===== src/rtl/twiddle_pkg.sv =====
// twiddle_pkg: shared definitions for the twiddle sequencer slice.
//   state_t    - sequencer FSM encoding (IDLE / SIN / COS / VALID)
//   QUARTER    - quarter-turn phase offset turning a sine lookup into cosine
//   PHASE_FULL - phase steps per full circle of the LUT wrapper
//   sat_neg()  - two's-complement negate that saturates the most negative code
package twiddle_pkg;

   typedef enum logic [1:0] {
      ST_IDLE  = 2'd0,
      ST_SIN   = 2'd1,
      ST_COS   = 2'd2,
      ST_VALID = 2'd3
   } state_t;

   localparam int QUARTER    = 64;
   localparam int PHASE_FULL = 256;

   // Negate a w-bit signed value carried in 32 bits. The most negative
   // w-bit code has no positive counterpart, so it maps to the maximum.
   function automatic logic signed [31:0] sat_neg(input logic signed [31:0] x,
                                                  input int w);
      logic signed [31:0] mx;
      mx = (32'sd1 <<< (w - 1)) - 32'sd1;
      if (x < -mx) return mx;
      return -x;
   endfunction

endpackage


===== src/rtl/twiddle_addr_gen.sv =====
// twiddle_addr_gen: DIF twiddle index generator.
//   Holds the latched (clamped) stage, the inner counter k and outer counter
//   g. phase = k << (s + PHASE_W - LOG2N), i.e. k * step mod PHASE_FULL.
// Ports:
//   clk, rst_n  clock / async active-low reset
//   load        latch stage (clamped to LOG2N-1) and clear k/g
//   adv         step k; on k wrap step g
//   clr         clear everything (abort); wins over load/adv
//   stage       requested DIF stage
//   phase       current twiddle phase
//   last        k and g both at their final values
module twiddle_addr_gen
   import twiddle_pkg::*;
#(
   parameter int LOG2N   = 8,
   parameter int PHASE_W = 8
) (
   input  logic               clk,
   input  logic               rst_n,
   input  logic               load,
   input  logic               adv,
   input  logic               clr,
   input  logic [2:0]         stage,
   output logic [PHASE_W-1:0] phase,
   output logic               last
);

   // k spans N/2 values at most and g likewise, so LOG2N bits cover both.
   localparam int CW = LOG2N;

   logic [2:0]    s_r, s_cl;
   logic [CW-1:0] k_r, g_r, kmax, gmax;
   logic          k_wrap;

   always_comb begin
      s_cl   = (int'(stage) >= LOG2N) ? 3'(LOG2N - 1) : stage;
      // 32-bit arithmetic: s+1 reaches 8 and would overflow the 3-bit stage.
      kmax   = CW'(((32'd1 << LOG2N) >> (32'(s_r) + 32'd1)) - 32'd1);
      gmax   = CW'((32'd1 << s_r) - 32'd1);
      k_wrap = (k_r == kmax);
      last   = k_wrap && (g_r == gmax);
      phase  = PHASE_W'(32'(k_r) << (32'(s_r) + 32'(PHASE_W - LOG2N)));
   end

   always_ff @(posedge clk or negedge rst_n) begin
      if (!rst_n) begin
         s_r <= '0;
         k_r <= '0;
         g_r <= '0;
      end else if (clr) begin
         s_r <= '0;
         k_r <= '0;
         g_r <= '0;
      end else if (load) begin
         s_r <= s_cl;
         k_r <= '0;
         g_r <= '0;
      end else if (adv) begin
         if (k_wrap) begin
            k_r <= '0;
            g_r <= g_r + CW'(1);
         end else begin
            k_r <= k_r + CW'(1);
         end
      end
   end

endmodule


===== src/rtl/twiddle_seq.sv =====
// twiddle_seq: per-frame DIF twiddle sequencer for one butterfly stage.
//   Time-shares one combinational sine LUT: SIN looks up phase, COS looks up
//   phase+QUARTER, then VALID offers W = cos - j*sin to the BFU.
// Ports:
//   clk, rst_n   clock / async active-low reset
//   start,stage  frame start (IDLE only) and DIF stage index
//   flush        synchronous abort to IDLE, no done pulse
//   lut_phi      phase to the LUT wrapper; lut_data its signed result
//   tw_valid/tw_ready/tw_re/tw_im/tw_last  twiddle output handshake
//   busy         not IDLE
//   done         one-cycle pulse after the final handshake
module twiddle_seq
   import twiddle_pkg::*;
#(
   parameter int LOG2N   = 8,
   parameter int PHASE_W = 8,
   parameter int DATA_W  = 16
) (
   input  logic               clk,
   input  logic               rst_n,
   input  logic               start,
   input  logic [2:0]         stage,
   input  logic               flush,
   output logic [PHASE_W-1:0] lut_phi,
   input  logic [DATA_W-1:0]  lut_data,
   output logic               tw_valid,
   input  logic               tw_ready,
   output logic [DATA_W-1:0]  tw_re,
   output logic [DATA_W-1:0]  tw_im,
   output logic               tw_last,
   output logic               busy,
   output logic               done
);

   state_t                    state, nstate;
   logic                      load, adv;
   logic [PHASE_W-1:0]        phase, phi_hold;
   logic                      ag_last;
   logic signed [DATA_W-1:0]  sin_r, re_r, im_r;
   logic                      last_r, done_r;

   twiddle_addr_gen #(
      .LOG2N   (LOG2N),
      .PHASE_W (PHASE_W)
   ) u_addr (
      .clk   (clk),
      .rst_n (rst_n),
      .load  (load),
      .adv   (adv),
      .clr   (flush),
      .stage (stage),
      .phase (phase),
      .last  (ag_last)
   );

   always_ff @(posedge clk or negedge rst_n) begin
      if (!rst_n) state <= ST_IDLE;
      else        state <= nstate;
   end

   always_comb begin
      nstate = state;
      load   = 1'b0;
      adv    = 1'b0;
      case (state)
         ST_IDLE: begin
            if (start) begin
               load   = 1'b1;
               nstate = ST_SIN;
            end
         end
         ST_SIN:  nstate = ST_COS;
         ST_COS:  nstate = ST_VALID;
         ST_VALID: begin
            if (tw_ready) begin
               adv    = 1'b1;
               nstate = last_r ? ST_IDLE : ST_SIN;
            end
         end
         default: nstate = ST_IDLE;
      endcase
      if (flush) begin
         nstate = ST_IDLE;
         load   = 1'b0;
         adv    = 1'b0;
      end
   end

   // LUT phase is only driven fresh in SIN/COS; elsewhere the last value is
   // replayed so the LUT input does not toggle while idle or stalled.
   always_comb begin
      case (state)
         ST_SIN:  lut_phi = phase;
         ST_COS:  lut_phi = phase + PHASE_W'(QUARTER);
         default: lut_phi = phi_hold;
      endcase
   end

   always_ff @(posedge clk or negedge rst_n) begin
      if (!rst_n) begin
         phi_hold <= '0;
         sin_r    <= '0;
         re_r     <= '0;
         im_r     <= '0;
         last_r   <= 1'b0;
         done_r   <= 1'b0;
      end else begin
         phi_hold <= lut_phi;
         done_r   <= (state == ST_VALID) && tw_ready && last_r && !flush;
         if (state == ST_SIN && !flush) sin_r <= lut_data;
         if (state == ST_COS && !flush) begin
            re_r   <= lut_data;
            im_r   <= DATA_W'(sat_neg(32'(sin_r), DATA_W));
            last_r <= ag_last;
         end
      end
   end

   assign tw_valid = (state == ST_VALID);
   assign tw_re    = re_r;
   assign tw_im    = im_r;
   assign tw_last  = tw_valid & last_r;
   assign busy     = (state != ST_IDLE);
   assign done     = done_r;

endmodule


===== config.mk =====
export PLATFORM = sky130hd
export DESIGN_NAME = twiddle_seq
export DESIGN_NICKNAME = d
export VERILOG_FILES = /design/src/rtl/twiddle_pkg.sv /design/src/rtl/twiddle_addr_gen.sv /design/src/rtl/twiddle_seq.sv
export SDC_FILE = /design/constraint.sdc
export NUM_CORES = 1
export LEC_CHECK = 0
export CORE_AREA = 2 2 123 125
export DETAILED_ROUTE_END_ITERATION = 7
export DIE_AREA = 0 0 125 127
export GPL_TIMING_DRIVEN = 0
export PLACE_DENSITY = 0.61
export SYNTH_ARGS = -nofsm -noshare
export SYNTH_HDL_FRONTEND = slang
export SYNTH_SLANG_ARGS = --single-unit
export TNS_END_PERCENT = 30

===== constraint.sdc =====
create_clock -name clk -period 2.6 [get_ports clk]
set_input_delay 0.78 -clock clk [delete_from_list [all_inputs] [get_ports clk]]
set_output_delay 0.78 -clock clk [all_outputs]
set_load 0.1 [all_outputs]

==> flow_metrics.env <==
export IMPL_combPwrFrac=0.565
export IMPL_critPathMaxFanout=9
export IMPL_ioPinCount=68
export IMPL_synth_edff_count=0
export IMPL_outcome="finished, violations left"
export IMPL_cts_tree="yes"
export IMPL_grt_antenna_before_repair=0
export IMPL_slew_violations=0
export IMPL_setup_violations=8
export IMPL_clockBufferDepth=2
export IMPL_drc=0
export IMPL_grt_pass1_vias=3689
export IMPL_slew_limit_headroom=0.3255
export IMPL_row_count=44
export IMPL_netlist_top_cells_area="dfrtp_1 46%, nand2_1 6.3%, mux2_2 4.2%"
export IMPL_hold_buffers=0
export IMPL_hold_viol=0
export IMPL_ys_seq_elements=79
export IMPL_cap_violations=0
export IMPL_routedWlPerCell_um=15.95
export IMPL_cp_arrival_ns=2.41
export IMPL_die_y_um=127
export IMPL_holdWs_ns=0.4233
export IMPL_fin_crit_ns=3.191
export IMPL_setup_tns_ns=-1.724
export IMPL_syn_inst=436
export IMPL_synth_cell_types=62
export IMPL_clock_skew_ns=0.006375
export IMPL_layout_cells_non_filler=710
export IMPL_clk_pin_slew_worst_paths_ns=0.06
export IMPL_drt_iter0_markers=237
export IMPL_coreArea_mm2=0.01442
export IMPL_power_density_mw_per_mm2=1336
export IMPL_synth_commonest_cells="79 x dfrtp_1, 72 x nand2_1, 24 x a21oi_1, 24 x nor2_1, 19 x inv_1"
export IMPL_synth_top_area_share=0.4644
export IMPL_viasPerCell=5.042
export IMPL_synth_fp_nets=468
export IMPL_num_fill_cells=1431
export IMPL_wirelength_mm=11.33
export IMPL_track_usage=0.1483
export IMPL_crit_type="flop to output port"
export IMPL_yosys_most_used_dff="dfrtp_1"
export IMPL_portBuffers=67
export IMPL_utilization=0.4019
export IMPL_drive_gt1_frac=0.2129
export IMPL_grt_start_max_net_pins=43
export IMPL_die_area_mm2=0.01588
export IMPL_dieWidth_um=125
export IMPL_endpoint_kind="output port"
export IMPL_yosysWarnings=0
export IMPL_clkSinkCount=79
export IMPL_dpl_cell_area_mm2=0.005261
export IMPL_dp_cells=688
export IMPL_nNetsFinal=554
export IMPL_syn_area_mm2=0.004257
export IMPL_cts_root_buf="clkbuf_16"
export IMPL_cts_buffers=9
export IMPL_finalCritPeriodShare=1.227
export IMPL_seqPwrFrac=0.254
export IMPL_worst_ir_drop_vdd_v=0.0008607
export IMPL_start_util=0.2951
export IMPL_via_count=3580
export IMPL_grt_overflow=0
export IMPL_cp_start_kind="flop"
export IMPL_swShare=0.5222
export IMPL_firstDrtPassIters=4
export IMPL_hpwl_mm=8.120
export IMPL_min_path_type="primary input to asynchronous set/reset pin"
export IMPL_synth_most_common_cell="dfrtp_1"
export IMPL_drtAntennaViolNets=0
export IMPL_grt_pass1_wl_mm=19.05
export IMPL_max_freq_mhz=313.4
export IMPL_layout_setup_ws_ns=-0.5911
export IMPL_crit_required_ns=1.82
export IMPL_tightest_slew_ns=1.016
export IMPL_p_int_w=0.003701
export IMPL_worstSkewPairLatency_ns=0.34
export IMPL_p_leak_nw=2.403
export IMPL_power_switching_w=0.004045
export IMPL_violations="setup timing"
export IMPL_reg2reg_setup_slack_ns=0.21
export IMPL_finalWeightedCongestion=0.8919
export IMPL_final_area_mm2=0.005797
export IMPL_n_antenna_cell=0
export IMPL_ys_seq_area_frac=0.4644
export IMPL_synthArstFlopShare=1.000
export IMPL_rr_worst_depth=7
export IMPL_avgSynthCellArea_um2=9.763
export IMPL_yosysTopAreaCell="dfrtp_1"
export IMPL_htree_levels=3
export IMPL_rsz0062_at_grt="yes"
export IMPL_area_delta_synth_final_pct=36.18
export IMPL_p_clk_frac=0.181
==> cell usage in the layout, fill, tap and decap left out, types with 4 or more instances in the layout <==
cell / instances
a21oi_1: 22
buf_12: 9
buf_2: 6
buf_4: 9
buf_6: 6
clkbuf_1: 5
clkbuf_16: 9
clkbuf_8: 5
clkdlybuf4s50_1: 22
dfrtp_1: 77
dlygate4sd2_1: 33
ha_1: 6
inv_1: 18
mux2_2: 16
mux2i_1: 6
nand2_1: 72
nand2b_1: 6
nand3_1: 16
nand4_1: 5
nor2_1: 21
nor3_1: 15
o21ai_0: 12
o21ai_4: 4
o22a_2: 13
o31ai_1: 9
or4_1: 7
xnor2_1: 15
xor2_1: 7
==> worst max-delay path, stage by stage (launching register included) <==
cell	delay, ns
dfrtp_1	0.49
mux4_2	0.51
a222oi_1	0.35
buf_4	0.19
xor2_2	0.14
a21oi_2	0.08
nor2_4	0.12
buf_12	0.18
==> final cells by class <==
type	count	area (um2)	share of cell area
inverter	19	75.07	0.01295
buffer	20	167.7	0.02892
timing repair buffer	76	782.0	0.1349
clock buffer	11	252.7	0.04360
clock inverter	4	77.57	0.01338
sequential	79	1979	0.3415
multi-input combinational	317	2232	0.3851
tap	184	230.2	0.03972
==> per-layer routing <==
layer	up-vias	global-route usage	share of wire
met2	98	0.2442	0.47
met4	0	0.03987	0.016
met5	-	0	0
met3	17	0.05653	0.072
li1	1714	-	-
met1	1751	0.1835	0.44
==> flip-flops by register name (all words and copies together) (netlist names) <==
| register | count |
|---|---|
| tw_im | 16 |
| u_addr.s_r | 3 |
| phi_hold | 8 |
| u_addr.k_r | 8 |
| last_r | 1 |
| u_addr.g_r | 8 |
| state | 2 |
| done | 1 |
| sin_r | 16 |
| tw_re | 16 |
==> cell families (layout without fill, tap and decap cells) <==
kind of cell,count (synthesis),count (layout),share of synthesized area
XOR/XNOR,23,23,0.04733
buffers and inverters,40,130,0.04468
AO/OA/AOI/OAI,87,87,0.1455
AND/OR/NAND/NOR,174,174,0.2052
flip-flops,79,79,0.4644
adder cells (fa/ha/maj),8,8,0.02352
multiplexers,25,25,0.06937
==> power by group through the flow <==
stage               logic, W  registers (W)  clock network, W
global route         0.00460        0.00203           0.00150
floorplan            0.00167        0.00361                 0
detailed placement   0.00433        0.00198                 0
finish               0.00438        0.00197           0.00140
global placement     0.00429        0.00197                 0
CTS                  0.00438        0.00197           0.00144
==> final timing paths <==
check / start / to
worst max-delay path: u_addr.k_r[1]$_DFFE_PN0P_ / lut_phi[7]
worst max register to register: u_addr.s_r[0]$_DFFE_PN0P_ / u_addr.k_r[0]$_DFFE_PN0P_
worst min register to register: tw_re[1]$_DFFE_PN0P_ / tw_re[1]$_DFFE_PN0P_
min in group clk: tw_re[1]$_DFFE_PN0P_ / tw_re[1]$_DFFE_PN0P_
worst min-delay path: rst_n / sin_r[7]$_DFFE_PN0P_
max in group asynchronous: rst_n / u_addr.k_r[2]$_DFFE_PN0P_
==> what timing repair did <==
action / in CTS / in global routing
buffers inserted: 6 / 2
resized for setup: 138 / 12
hold endpoints to repair: 0 / 0
pin swaps: 5 / 6
setup endpoints to repair: 48 / 13
==> per-stage QoR <==
step                power, W  worst slack (ns)
floorplan           0.005282           -0.3305
global placement    0.006267            -2.067
detailed placement  0.006312            -1.272
CTS                 0.007793           -0.6047
global route        0.008122           -0.7062
finish              0.007745           -0.5911
(Power assumes the default switching activity.)
